<file path="src/rtl/mem_ctrl_pkg.sv">
// mem_ctrl_pkg: state encoding, access-size codes and timeout default for mem_stage_ctrl
package mem_ctrl_pkg;
  typedef enum logic [1:0] {IDLE = 2'd0, ACCESS = 2'd1, DONE = 2'd2} state_e;
  localparam logic [1:0] SIZE_HALF = 2'b01;
  localparam logic [1:0] SIZE_WORD = 2'b10;
  localparam int unsigned TIMEOUT_DEFAULT = 16;
endpackage

</file>
<file path="src/rtl/mem_timeout_ctr.sv">
// mem_timeout_ctr: 8-bit access-wait counter with clear, enable and expired flag
module mem_timeout_ctr #(
  parameter int unsigned LIMIT = 16
) (
  input  logic clk,
  input  logic reset,
  input  logic clr,
  input  logic en,
  output logic expired
);
  logic [7:0] cnt_q, cnt_d;
  always_comb cnt_d = clr ? 8'd0 : en ? cnt_q + 8'd1 : cnt_q;
  always_ff @(posedge clk or posedge reset)
    if (reset) cnt_q <= '0;
    else cnt_q <= cnt_d;
  assign expired = cnt_q == 8'(LIMIT - 1);
endmodule

</file>
<file path="src/rtl/mem_stage_ctrl.sv">
// mem_stage_ctrl: MEM-stage data-memory sequencer (req/ready handshake, stall, wb_kill).
// Define MEM_TIMEOUT_EN to abort ACCESS after TIMEOUT_CYCLES cycles with a bus_err pulse.
module mem_stage_ctrl
  import mem_ctrl_pkg::*;
#(
  parameter int unsigned TIMEOUT_CYCLES = TIMEOUT_DEFAULT,
  parameter int unsigned ADDR_W = 32
) (
  input  logic              clk,
  input  logic              reset,
  input  logic              mem_read,
  input  logic              mem_write,
  input  logic              lh,
  input  logic              flush,
  input  logic [ADDR_W-1:0] addr,
  input  logic [31:0]       wdata,
  output logic              dmem_req,
  output logic              dmem_we,
  output logic [1:0]        dmem_size,
  output logic [ADDR_W-1:0] dmem_addr,
  output logic [31:0]       dmem_wdata,
  input  logic              dmem_ready,
  input  logic [31:0]       dmem_rdata,
  output logic              stall,
  output logic [31:0]       load_data,
  output logic              wb_kill,
  output logic              misalign,
  output logic              bus_err
);
  state_e state_q, state_d;
  logic req_q, req_d, we_q, we_d, mis_q, mis_d, berr_q, berr_d, kill_q, kill_d;
  logic [1:0] size_q, size_d;
  logic [ADDR_W-1:0] addr_q, addr_d;
  logic [31:0] wdata_q, wdata_d, load_q, load_d;
  logic op, bad, go, timeout;
  assign op = (mem_read | mem_write) & ~flush;
  assign bad = op & ((lh & addr[0]) | (~lh & mem_read & (addr[1:0] != 2'b00)) |
                     (mem_write & (addr[1:0] != 2'b00)));
  assign go = (state_q == IDLE) & op & ~bad;
`ifdef MEM_TIMEOUT_EN
  logic expired;
  mem_timeout_ctr #(.LIMIT(TIMEOUT_CYCLES)) u_ctr (
    .clk     (clk),
    .reset   (reset),
    .clr     (go),
    .en      ((state_q == ACCESS) & ~dmem_ready),
    .expired (expired)
  );
  assign timeout = (state_q == ACCESS) & ~dmem_ready & expired;
`else
  assign timeout = 1'b0;
`endif
  always_comb begin
    state_d = state_q;
    req_d = req_q;
    we_d = we_q;
    size_d = size_q;
    addr_d = addr_q;
    wdata_d = wdata_q;
    load_d = load_q;
    mis_d = 1'b0;
    berr_d = 1'b0;
    kill_d = 1'b0;
    case (state_q)
      IDLE: begin
        if (bad) begin
          state_d = DONE;
          mis_d = 1'b1;
          kill_d = 1'b1;
        end else if (go) begin
          state_d = ACCESS;
          req_d = 1'b1;
          we_d = mem_write;
          size_d = (lh & ~mem_write) ? SIZE_HALF : SIZE_WORD;
          addr_d = addr;
          wdata_d = wdata;
        end
      end
      ACCESS: begin
        // a ready arriving on the limit cycle wins over the timeout
        if (dmem_ready | timeout) begin
          state_d = DONE;
          req_d = 1'b0;
          berr_d = timeout;
          kill_d = timeout;
          load_d = timeout ? 32'd0 : we_q ? load_q : dmem_rdata;
        end
      end
      default: state_d = IDLE;
    endcase
  end
  always_ff @(posedge clk or posedge reset)
    if (reset) begin
      state_q <= IDLE;
      req_q <= 1'b0;
      we_q <= 1'b0;
      size_q <= 2'b00;
      addr_q <= '0;
      wdata_q <= '0;
      load_q <= '0;
      mis_q <= 1'b0;
      berr_q <= 1'b0;
      kill_q <= 1'b0;
    end else begin
      state_q <= state_d;
      req_q <= req_d;
      we_q <= we_d;
      size_q <= size_d;
      addr_q <= addr_d;
      wdata_q <= wdata_d;
      load_q <= load_d;
      mis_q <= mis_d;
      berr_q <= berr_d;
      kill_q <= kill_d;
    end
  assign stall = ((state_q == IDLE) & op) | (state_q == ACCESS);
  assign dmem_req = req_q;
  assign dmem_we = we_q;
  assign dmem_size = size_q;
  assign dmem_addr = addr_q;
  assign dmem_wdata = wdata_q;
  assign load_data = load_q;
  assign wb_kill = kill_q;
  assign misalign = mis_q;
  assign bus_err = berr_q;
endmodule

</file>
<file path="config.mk">
export PLATFORM = sky130hd
export DESIGN_NAME = mem_stage_ctrl
export DESIGN_NICKNAME = d
export VERILOG_FILES = /design/src/rtl/mem_ctrl_pkg.sv /design/src/rtl/mem_timeout_ctr.sv /design/src/rtl/mem_stage_ctrl.sv
export SDC_FILE = /design/constraint.sdc
export NUM_CORES = 1
export LEC_CHECK = 0
export BUFFER_PORTS_ARGS = -buffer_cell sky130_fd_sc_hd__buf_2
export CAP_MARGIN = 40
export CORE_MARGIN = 2
export CORE_UTILIZATION = 46
export CTS_BUF_LIST = sky130_fd_sc_hd__clkbuf_8
export DETAILED_ROUTE_END_ITERATION = 7
export GPL_ROUTABILITY_DRIVEN = 0
export PLACE_DENSITY = 0.85
export SLEW_MARGIN = 10
export SYNTH_ARGS = -nofsm -noshare
export SYNTH_HDL_FRONTEND = slang
export SYNTH_SLANG_ARGS = --single-unit
export TNS_END_PERCENT = 1
</file>
<file path="constraint.sdc">
create_clock -name clk -period 3.81 [get_ports clk]
set_clock_uncertainty 0.05 [all_clocks]
set_input_delay 0.1905 -clock clk [delete_from_list [all_inputs] [get_ports clk]]
set_output_delay 0.1905 -clock clk [all_outputs]
set_load 0.005 [all_outputs]
</file>
==> summary.md <==
| Metric | Value |
|---|---|
| Final setup TNS | 0 ps |
| Area growth syn-to-layout | 40.8% |
| Fmax | ~470 MHz |
| Synth Register Bits | 103 |
| Hold Crit Depth | 2 |
| Setup Fix Bufs, Post-CTS | 0 |
| Largest fanout on the critical path | 51 |
| Pins over their slew limit | 0 |
| Core area | 0.00818 mm² |
| Crit path DAT | 2300 ps |
| Max_cap viols | 0 |
| Largest net degree at the start of global routing | 52 |
| Avg WL per Cell | 14.9 µm |
| Netlist cell types | 20 |
| H-Tree Depth | 3 |
| Slew margin rel. | about 59% |
| Drt drc | 0 |
| Fillers | 620 |
| Crit share post-route | 55.6% |
| Mapped Nets | 335 |
| Yosys warns | 0 |
| Die span in y | 95.8 µm |
| # IOs | 207 |
| Post-synthesis sequential area ratio | 66.5% |
| Number of global-route vias before repair | 2721 |
| Initial Util | 47.4% |
| Nets@finish | between 500 and 600 |
| First-pass GRT wire length | roughly 13000 µm |
| Post-Syn Instances | 232 |
| TritonCTS clock tree | yes |
| Overall routed net length | roughly 8600 µm |
| Status | completed |
| CTS buffer count | 9 |
| Num Clock Sinks | ~100 |
| HP Class | primary input to flop |
| Worst slew pin tran | roughly 610 ps |
| VDD IR max | 0.293 mV |
| GRT Total Usage | 18.5% |
| Routed vias | 2768 |
| Reg clk slew, reported paths | 100 ps |
| Row cnt | 33 |
| Most frequent cells in the layout | buf_2, dfrtp_1, mux2_2, dlygate4sd3_1, clkbuf_8 |
| Die Area | 0.00918 mm² |
| Worst-Skew Late Latency | 340 ps |
| Post-synthesis cell area | 0.00388 mm² |
| Via/cell ratio | 4.80 |
| Average cell area after synthesis | around 17 µm² |
| Final Setup Violations | 0 |
| R2r worst-path depth | 4 |
| Hold Vio Cnt, Final | 0 |
| Startpoint types | flop |
| Crit path time final | 2120 ps |
| Iteration-0 DRC Markers | 43 |
| Commonest non-fill, non-tap cell in the layout | buf_2 |
| Fraction of layout cells with a size suffix above 1 | 68.2% |
| Clk buf depth | 2 |
| RSZ-0062 raised after global routing | false |
| Crit. End Element | flop |
| Clock Tree Root | clkbuf_8 |
| Dpl hpwl | 6390 µm |
| Leak | 2.72 nW |
| Drt pass-1 iters | 4 |
| Antenna violations before repair | 0 |
| Port buffer count | 205 |
| Routed Antenna Nets | 0 |
| PD cells | between 600 and 700 mW/mm² |
| Critical path class | flop to flop |
| DIE WIDTH | 95.8 µm |
| Final Core Density | 66.8% |
| Crit path required time | 3990 ps |
| Antenna diodes | 0 |
| Grt total ovfl | 0 |
-- report_power, final --
group	internal [W]	total (W)	switching, W
Clock	0.000259	0.000627	0.000367
Combinational	0.000631	0.00102	0.000387
Sequential	0.00150	0.00170	0.000198
Total	0.00239	0.00334	0.000952
-- through the flow --
stage               setup slack [ps]  power [W]  instance area [µm²]  std cells  hold slack (ps)
finish                          1690    0.00334                 5460        577             16.2
detailed placement              1680    0.00274                 5020        535              204
CTS                             1680    0.00339                 5400        571            0.326
floorplan                        866    0.00217                 3880        232              275
global route                    1580    0.00358                 5460        577           0.0250
global placement                1760    0.00267                 5000        534              359
-- cells by family (layout without fill, tap and decap cells) --
group | count (synthesis) | after routing | synth area share [%]
flops | 103 | 103 | 66.5
mux | 98 | 98 | 28.4
buf+inv | 15 | 255 | 2.19
simple gates | 9 | 9 | 1.32
compound gates | 6 | 6 | 1.48
other cells | 1 | 1 | 0.0967
-- synthesized netlist by cell type --
library cell  number  area share, %
a2111oi_4          1           0.71
buf_4              3           0.58
or2_2              3           0.48
inv_1              3           0.29
nor3_1             1           0.13
conb_1             1          0.097
a21oi_1            2           0.26
mux2i_1            1           0.26
nand2b_1           1           0.16
nor2b_1            1           0.16
nor2_1             2           0.19
dfrtp_1          103             66
mux2_2            91             26
buf_6              1           0.29
o21ai_0            1           0.13
buf_2              8            1.0
o21a_1             1           0.19
o21bai_1           1           0.19
mux2_1             6            1.7
nand3b_1           1           0.19
-- flip-flops by register name, indices dropped and copies added (netlist names) --
signal,cells
dmem_addr,32
dmem_wdata,32
load_data,32
dmem_size,2
state_q,2
dmem_req,1
dmem_we,1
wb_kill,1
-- per-layer routing --
layer	GRT usage, %	vias to the layer above	share of wire, %
li1	-	1285	-
met1	21.1	1347	37
met2	32.8	120	53
met3	5.72	16	8.8
met4	6.79	0	1.7
met5	0	-	0
-- path summary, 6_finish.rpt --
kind | start | endpoint | slack, ps
min in group asynchronous | reset | dmem_addr[25]$_DFFE_PP0P_ | 370
hold / removal | addr[27] | dmem_addr[27]$_DFFE_PP0P_ | 20
setup reg to reg | state_q[1]$_DFFE_PP0P_ | dmem_addr[14]$_DFFE_PP0P_ | 1690
setup / recovery | state_q[1]$_DFFE_PP0P_ | dmem_addr[14]$_DFFE_PP0P_ | 1690
max in group asynchronous | reset | dmem_wdata[0]$_DFFE_PP0P_ | 2420
hold reg to reg | dmem_req$_DFFE_PP0P_ | dmem_req$_DFFE_PP0P_ | 450
-- area by class of cell --
| type | count | area (µm²) | area share (%) |
|---|---|---|---|
| sequential | 103 | 2580 | 47.2 |
| tap | 105 | 131 | 2.41 |
| timing repair buffer | 236 | 1340 | 24.5 |
| clock buffer | 10 | 138 | 2.52 |
| inverter | 3 | 13.8 | 0.252 |
| multi-input combinational | 114 | 1220 | 22.3 |
| clock inverter | 6 | 45.0 | 0.825 |
-- critical path, stage by stage (launching register included) --
cell and delay [ps]:
dfrtp_1 410, or2_2 330, a2111oi_4 220, buf_4 570, mux2_2 400
-- what timing repair did --
item,4_1_cts,5_1_grt
setup endpoints to repair,0,0
hold buffers,20,6
endpoints found under the hold margin,57,6
resized for setup,0,0
No activity file was read; power rests on OpenSTA's default activity.
